**src/rtl/qam16_modulator.sv**
```systemverilog
`default_nettype none
// ============================================================================
//  Module      : qam16_modulator
//  Description : 16QAM transmitter. A serial bit stream is assembled into
//                4-bit symbols, double-buffered, Gray-mapped to I/Q levels,
//                held for SPS samples and mixed onto an fs/4 carrier.
//  Revision    : 1.0 - initial release
// ============================================================================
module qam16_modulator #(
  parameter int SPS = 8,   // samples per symbol (4..64)
  parameter int AMP = 32   // unit amplitude; 3*AMP must fit in 127
) (
  input  logic              clk,
  input  logic              rst,
  input  logic              en,
  input  logic              bit_in,
  input  logic              bit_valid,
  output logic              bit_ready,
  output logic signed [7:0] di,
  output logic signed [7:0] dq,
  output logic signed [7:0] dout,
  output logic              sym_strobe,
  output logic              underrun
);

  localparam int                SC_W  = $clog2(SPS);
  localparam logic [SC_W-1:0]   c_SC_LAST = SC_W'(SPS - 1);
  localparam logic signed [7:0] c_L1  = 8'(AMP);
  localparam logic signed [7:0] c_L3  = 8'(3 * AMP);

  logic [3:0]             r_asm_reg;
  logic [2:0]             r_asm_cnt;
  logic [3:0]             r_hold;
  logic                   r_hold_full;
  logic [SC_W-1:0]        r_sc;
  logic [1:0]             r_ph;
  logic signed [7:0]      r_di;
  logic signed [7:0]      r_dq;
  logic signed [7:0]      r_dout;
  logic                   r_sym_strobe;
  logic                   r_underrun;

  logic                   w_boundary;
  logic                   w_consume;
  logic                   w_transfer;
  logic                   w_accept;

  // Gray mapping of a 2-bit field onto one of four amplitude levels.
  function automatic logic signed [7:0] f_map(input logic [1:0] b);
    logic signed [7:0] v;
    case (b)
      2'b00:   v = -c_L3;
      2'b01:   v = -c_L1;
      2'b11:   v =  c_L1;
      default: v =  c_L3;
    endcase
    return v;
  endfunction

  // Handshake, symbol boundary and buffer-movement decisions.
  always_comb begin
    bit_ready  = (r_asm_cnt < 3'd4);
    w_accept   = bit_valid && bit_ready;
    w_boundary = en && (r_sc == c_SC_LAST);
    w_consume  = w_boundary && r_hold_full;
    // The hold slot may be refilled in the very cycle it is consumed.
    w_transfer = (r_asm_cnt == 3'd4) && (!r_hold_full || w_consume);
  end

  // Serial-to-parallel assembler: MSB arrives first, shifts toward bit 3.
  always_ff @(posedge clk) begin
    if (rst) begin
      r_asm_reg <= 4'd0;
      r_asm_cnt <= 3'd0;
    end else if (w_transfer) begin
      r_asm_cnt <= 3'd0;
    end else if (w_accept) begin
      r_asm_reg <= {r_asm_reg[2:0], bit_in};
      r_asm_cnt <= r_asm_cnt + 3'd1;
    end
  end

  // Hold buffer: second stage of the double buffer, drained at boundaries.
  always_ff @(posedge clk) begin
    if (rst) begin
      r_hold      <= 4'd0;
      r_hold_full <= 1'b0;
    end else if (w_transfer) begin
      r_hold      <= r_asm_reg;
      r_hold_full <= 1'b1;
    end else if (w_consume) begin
      r_hold_full <= 1'b0;
    end
  end

  // Symbol timer and carrier phase; both parked at zero while disabled.
  always_ff @(posedge clk) begin
    if (rst || !en) begin
      r_sc <= '0;
      r_ph <= 2'd0;
    end else begin
      r_sc <= (r_sc == c_SC_LAST) ? '0 : r_sc + 1'b1;
      r_ph <= r_ph + 2'd1;
    end
  end

  // Symbol levels: load the buffered symbol, or zeros on an empty boundary.
  always_ff @(posedge clk) begin
    if (rst || !en) begin
      r_di         <= 8'sd0;
      r_dq         <= 8'sd0;
      r_sym_strobe <= 1'b0;
      r_underrun   <= 1'b0;
    end else begin
      r_sym_strobe <= w_consume;
      r_underrun   <= w_boundary && !r_hold_full;
      if (w_boundary) begin
        r_di <= r_hold_full ? f_map(r_hold[3:2]) : 8'sd0;
        r_dq <= r_hold_full ? f_map(r_hold[1:0]) : 8'sd0;
      end
    end
  end

  // fs/4 mixer: cos/sin reduce to the sequence (1,0),(0,1),(-1,0),(0,-1).
  always_ff @(posedge clk) begin
    if (rst || !en) begin
      r_dout <= 8'sd0;
    end else begin
      case (r_ph)
        2'd0:    r_dout <= r_di;
        2'd1:    r_dout <= -r_dq;
        2'd2:    r_dout <= -r_di;
        default: r_dout <= r_dq;
      endcase
    end
  end

  assign di         = r_di;
  assign dq         = r_dq;
  assign dout       = r_dout;
  assign sym_strobe = r_sym_strobe;
  assign underrun   = r_underrun;

endmodule
`default_nettype wire

```
**config.mk**
```make
export PLATFORM = sky130hd
export DESIGN_NAME = qam16_modulator
export DESIGN_NICKNAME = d
export VERILOG_FILES = /design/src/rtl/qam16_modulator.sv
export SDC_FILE = /design/constraint.sdc
export NUM_CORES = 1
export LEC_CHECK = 0
export BUFFER_PORTS_ARGS = -buffer_cell sky130_fd_sc_hd__buf_2
export CORE_AREA = 2 2 52 54
export DETAILED_ROUTE_END_ITERATION = 12
export DIE_AREA = 0 0 54 56
export GPL_TIMING_DRIVEN = 0
export PLACE_DENSITY = 0.9
export SYNTH_ARGS = -nofsm -noshare
export SYNTH_HDL_FRONTEND = slang
export SYNTH_SLANG_ARGS = --single-unit
```
**constraint.sdc**
```tcl
create_clock -name clk -period 3.8 [get_ports clk]
set_input_delay 0.57 -clock clk [delete_from_list [all_inputs] [get_ports clk]]
set_output_delay 0.57 -clock clk [all_outputs]
set_load 0.02 [all_outputs]
```
==> out/metrics.yaml <==
setup_path:
  crit-reg2reg-launch: "di[5]"
  worstSetupStartpointType: "flop"
  worst_r2r_setup_slack_ns: 2.38
  worst_ep_required_time_ns: 3.23
  setup.worst_path.end: "dq[5]"
  critPathCaptureType: "primary output"
  worst_setup_path_startpoint: "di[5]"
  worstRegToRegCells: 5
  timing_worst_setup_path_type: "flop to primary output"
  cp.arrival_ns: 0.99
  regToRegEndpoint: "dout[6]"
  worst-path-max-fanout: 4
drt:
  wl_microns: 2100
  drcViolationCount: 0
  drt_pre_antenna_iters: 5
  post_drt_wl_per_cell_microns: 10.5
  routed_via_density: 4.68
  detailedRoute.firstIterationViolations: 19
  antenna_violating_nets_post_route: 0
  detailroute.via_count: 935
floorplan:
  ioPinCount: 32
  floorplan.die.height_microns: 56
  placeableCoreArea_sq_um: 2430
  floorplan.die.width_microns: 54
  floorplan.die_area_sq_um: 3020
  row_count: 18
  floorplan.initialDensity_pct: 52.9
cts:
  cts_hold_bufs: 0
  clk_pin_slew_ns: 0.14
  cts_root_buf: "sky130_fd_sc_hd__clkbuf_4"
  clock_insertion_delay_worst_skew_ns: 0.33
  postCtsSetupBuffers: 0
  cts-htree-levels: 1
  ctsResizeCount: 0
  cts_buffer_count: 3
  cts_tree: "built"
  cts_buffer_depth: 2
  sink_count: 27
yosys:
  synth_enable_flop_cells: 0
  postSynth.asyncResetShare_pct: 0
  ys_seq_area_share_pct: 42.0
  yosysMostFrequentCell: "sky130_fd_sc_hd__dfxtp_1"
  syn_avg_cell_area_sq_um: 9.46
  mappedNetlistArea_sq_um: 1290
  synth_area_leaders: "sky130_fd_sc_hd__dfxtp_1 42%, sky130_fd_sc_hd__ha_1 9.7%, sky130_fd_sc_hd__buf_4 9.3%"
  ys_top_cells_by_count: "27 x sky130_fd_sc_hd__dfxtp_1, 16 x sky130_fd_sc_hd__buf_4, 10 x sky130_fd_sc_hd__ha_1, 10 x sky130_fd_sc_hd__nor2_1"
  dominantRegCellSynth: "sky130_fd_sc_hd__dfxtp_1"
  synth-warning-count: 0
  ys_ff_latch: 27
  synthDominantAreaCellType: "sky130_fd_sc_hd__dfxtp_1"
  post_synth_num_cell_types: 32
  syn-instance-count: 136
  synthDominantCellAreaShare_pct: 42.0
power:
  leak_nw: 0.697
  ir_worst_vdd_mv: 0.283
  power_density_nw_per_um2: 319
final_layout:
  area_growth_syn_to_layout_pct: 15.4
  n_antenna_cell: 0
  layout-drive-gt1-share_pct: 24.7
  finalNonFillerCells: 200
  nets: 186
hold_path:
  worstHoldPathType: "flop to flop"
timing:
  timing.setup.tns_ns: 0
  layout_worst_path_cycle_share_pct: 41.1
  max_freq_mhz: 641
  setup_viol_count_final: 0
  hold_viol_final: 0
  final-max-slew-violation-count: 0
  fin_crit_ns: 1.56
  grt_setup_unrepaired: "no"
  fin_worst_skew_ns: 0.00784
placement:
  place_congestion: 0.778
  dpl.hpwl_microns: 1650
  portBuffers: 16
  place_inst: 196
run_status:
  status: "finished, final reports clean"
flow_run:
  maxCapViolations: 0
grt:
  maximum_number_of_pins_on_one_net_before_global_route_repair: 16
  grt_first_pass_wirelength_microns: 3450
  grt_pass1_vias: 823
  grt_antenna_before_repair: 0
  grtUsageTotal_pct: 15.3
  grt_overflow_total: 0
[report_power, final]
group          switching, mW  internal [mW]  leakage [nW]
Clock                 0.0813         0.0395        0.0177
Sequential           0.00511          0.289         0.219
Combinational         0.0331         0.0250         0.460
[worst min-delay path by stage]
stage	startpoint	end	slack, ns	cells past startpoint
3_3_place_gp	r_sc[0]	r_sc[0]	0.42	1
2_1_floorplan	r_sc[0]	r_sc[0]	0.41	1
3_5_place_dp	r_sc[0]	r_sc[0]	0.42	1
5_1_grt	rst	sym_strobe	0.45	2
6_report	r_sc[0]	r_sc[0]	0.45	1
4_1_cts	r_sc[0]	r_sc[0]	0.45	1
[critical path, stage by stage, from the launching register on]
cell	delay [ns]
sky130_fd_sc_hd__dfxtp_1	0.40
sky130_fd_sc_hd__buf_4	0.12
sky130_fd_sc_hd__buf_2	0.15
[cell usage in the layout (no fill, tap or decap), types with 2 or more instances in the layout]
| master | count |
|---|---|
| sky130_fd_sc_hd__a211oi_1 | 2 |
| sky130_fd_sc_hd__a21oi_1 | 9 |
| sky130_fd_sc_hd__a22oi_1 | 2 |
| sky130_fd_sc_hd__buf_2 | 19 |
| sky130_fd_sc_hd__buf_4 | 16 |
| sky130_fd_sc_hd__clkbuf_4 | 3 |
| sky130_fd_sc_hd__conb_1 | 15 |
| sky130_fd_sc_hd__dfxtp_1 | 27 |
| sky130_fd_sc_hd__ha_1 | 10 |
| sky130_fd_sc_hd__inv_1 | 9 |
| sky130_fd_sc_hd__mux2i_1 | 6 |
| sky130_fd_sc_hd__nand2_1 | 2 |
| sky130_fd_sc_hd__nand2b_1 | 2 |
| sky130_fd_sc_hd__nand3_1 | 4 |
| sky130_fd_sc_hd__nand3b_1 | 2 |
| sky130_fd_sc_hd__nor2_1 | 10 |
| sky130_fd_sc_hd__nor2b_1 | 2 |
| sky130_fd_sc_hd__nor3_1 | 5 |
| sky130_fd_sc_hd__nor3b_1 | 6 |
| sky130_fd_sc_hd__o21ai_0 | 4 |
| sky130_fd_sc_hd__xor2_1 | 2 |
[cell type report]
class	count	area (sq um)
Fill cell	226	948
Multi-Input combinational cell	94	626
Sequential cell	27	541
Buffer	20	139
Timing Repair Buffer	16	80.1
Tap cell	30	37.5
Inverter	9	33.8
Clock buffer	3	22.5
Clock inverter	1	5.00
[kinds of logic (layout without fill, tap and decap cells)]
logic type | after synthesis | after routing | share of synthesized area [%]
simple gates | 38 | 38 | 16.8
mux | 6 | 6 | 4.67
buf+inv | 29 | 49 | 13.4
xor+xnor | 3 | 3 | 2.04
compound gates | 22 | 22 | 11.0
fa+ha+maj | 10 | 10 | 9.73
flops | 27 | 27 | 42.0
other cells | 1 | 15 | 0.292
[metal layers]
| layer | vias up | GRT usage, % | part of all wire [%] |
|---|---|---|---|
| li1 | 498 | - | - |
| met4 | 0 | 5.71 | 1.4 |
| met2 | 22 | 25.4 | 48 |
| met3 | 4 | 5.65 | 5.6 |
| met5 | - | 0 | 0 |
| met1 | 411 | 17.3 | 45 |
[metrics by stage]
step / total power [mW] / util, % / setup slack, ns / instance area, sq um / hold WS, ns
2_1_floorplan: 0.348 / - / 2.37 / 1340 / 0.408
3_3_place_gp: 0.356 / 59.9 / 2.43 / 1460 / 0.419
3_5_place_dp: 0.358 / 59.9 / 2.36 / 1460 / 0.422
4_1_cts: 0.479 / 61.0 / 2.22 / 1480 / 0.448
5_1_grt: 0.497 / 61.0 / 2.17 / 1480 / 0.448
6_report: 0.473 / 61.0 / 2.24 / 1480 / 0.445
Power figures use the tool's default switching activity.
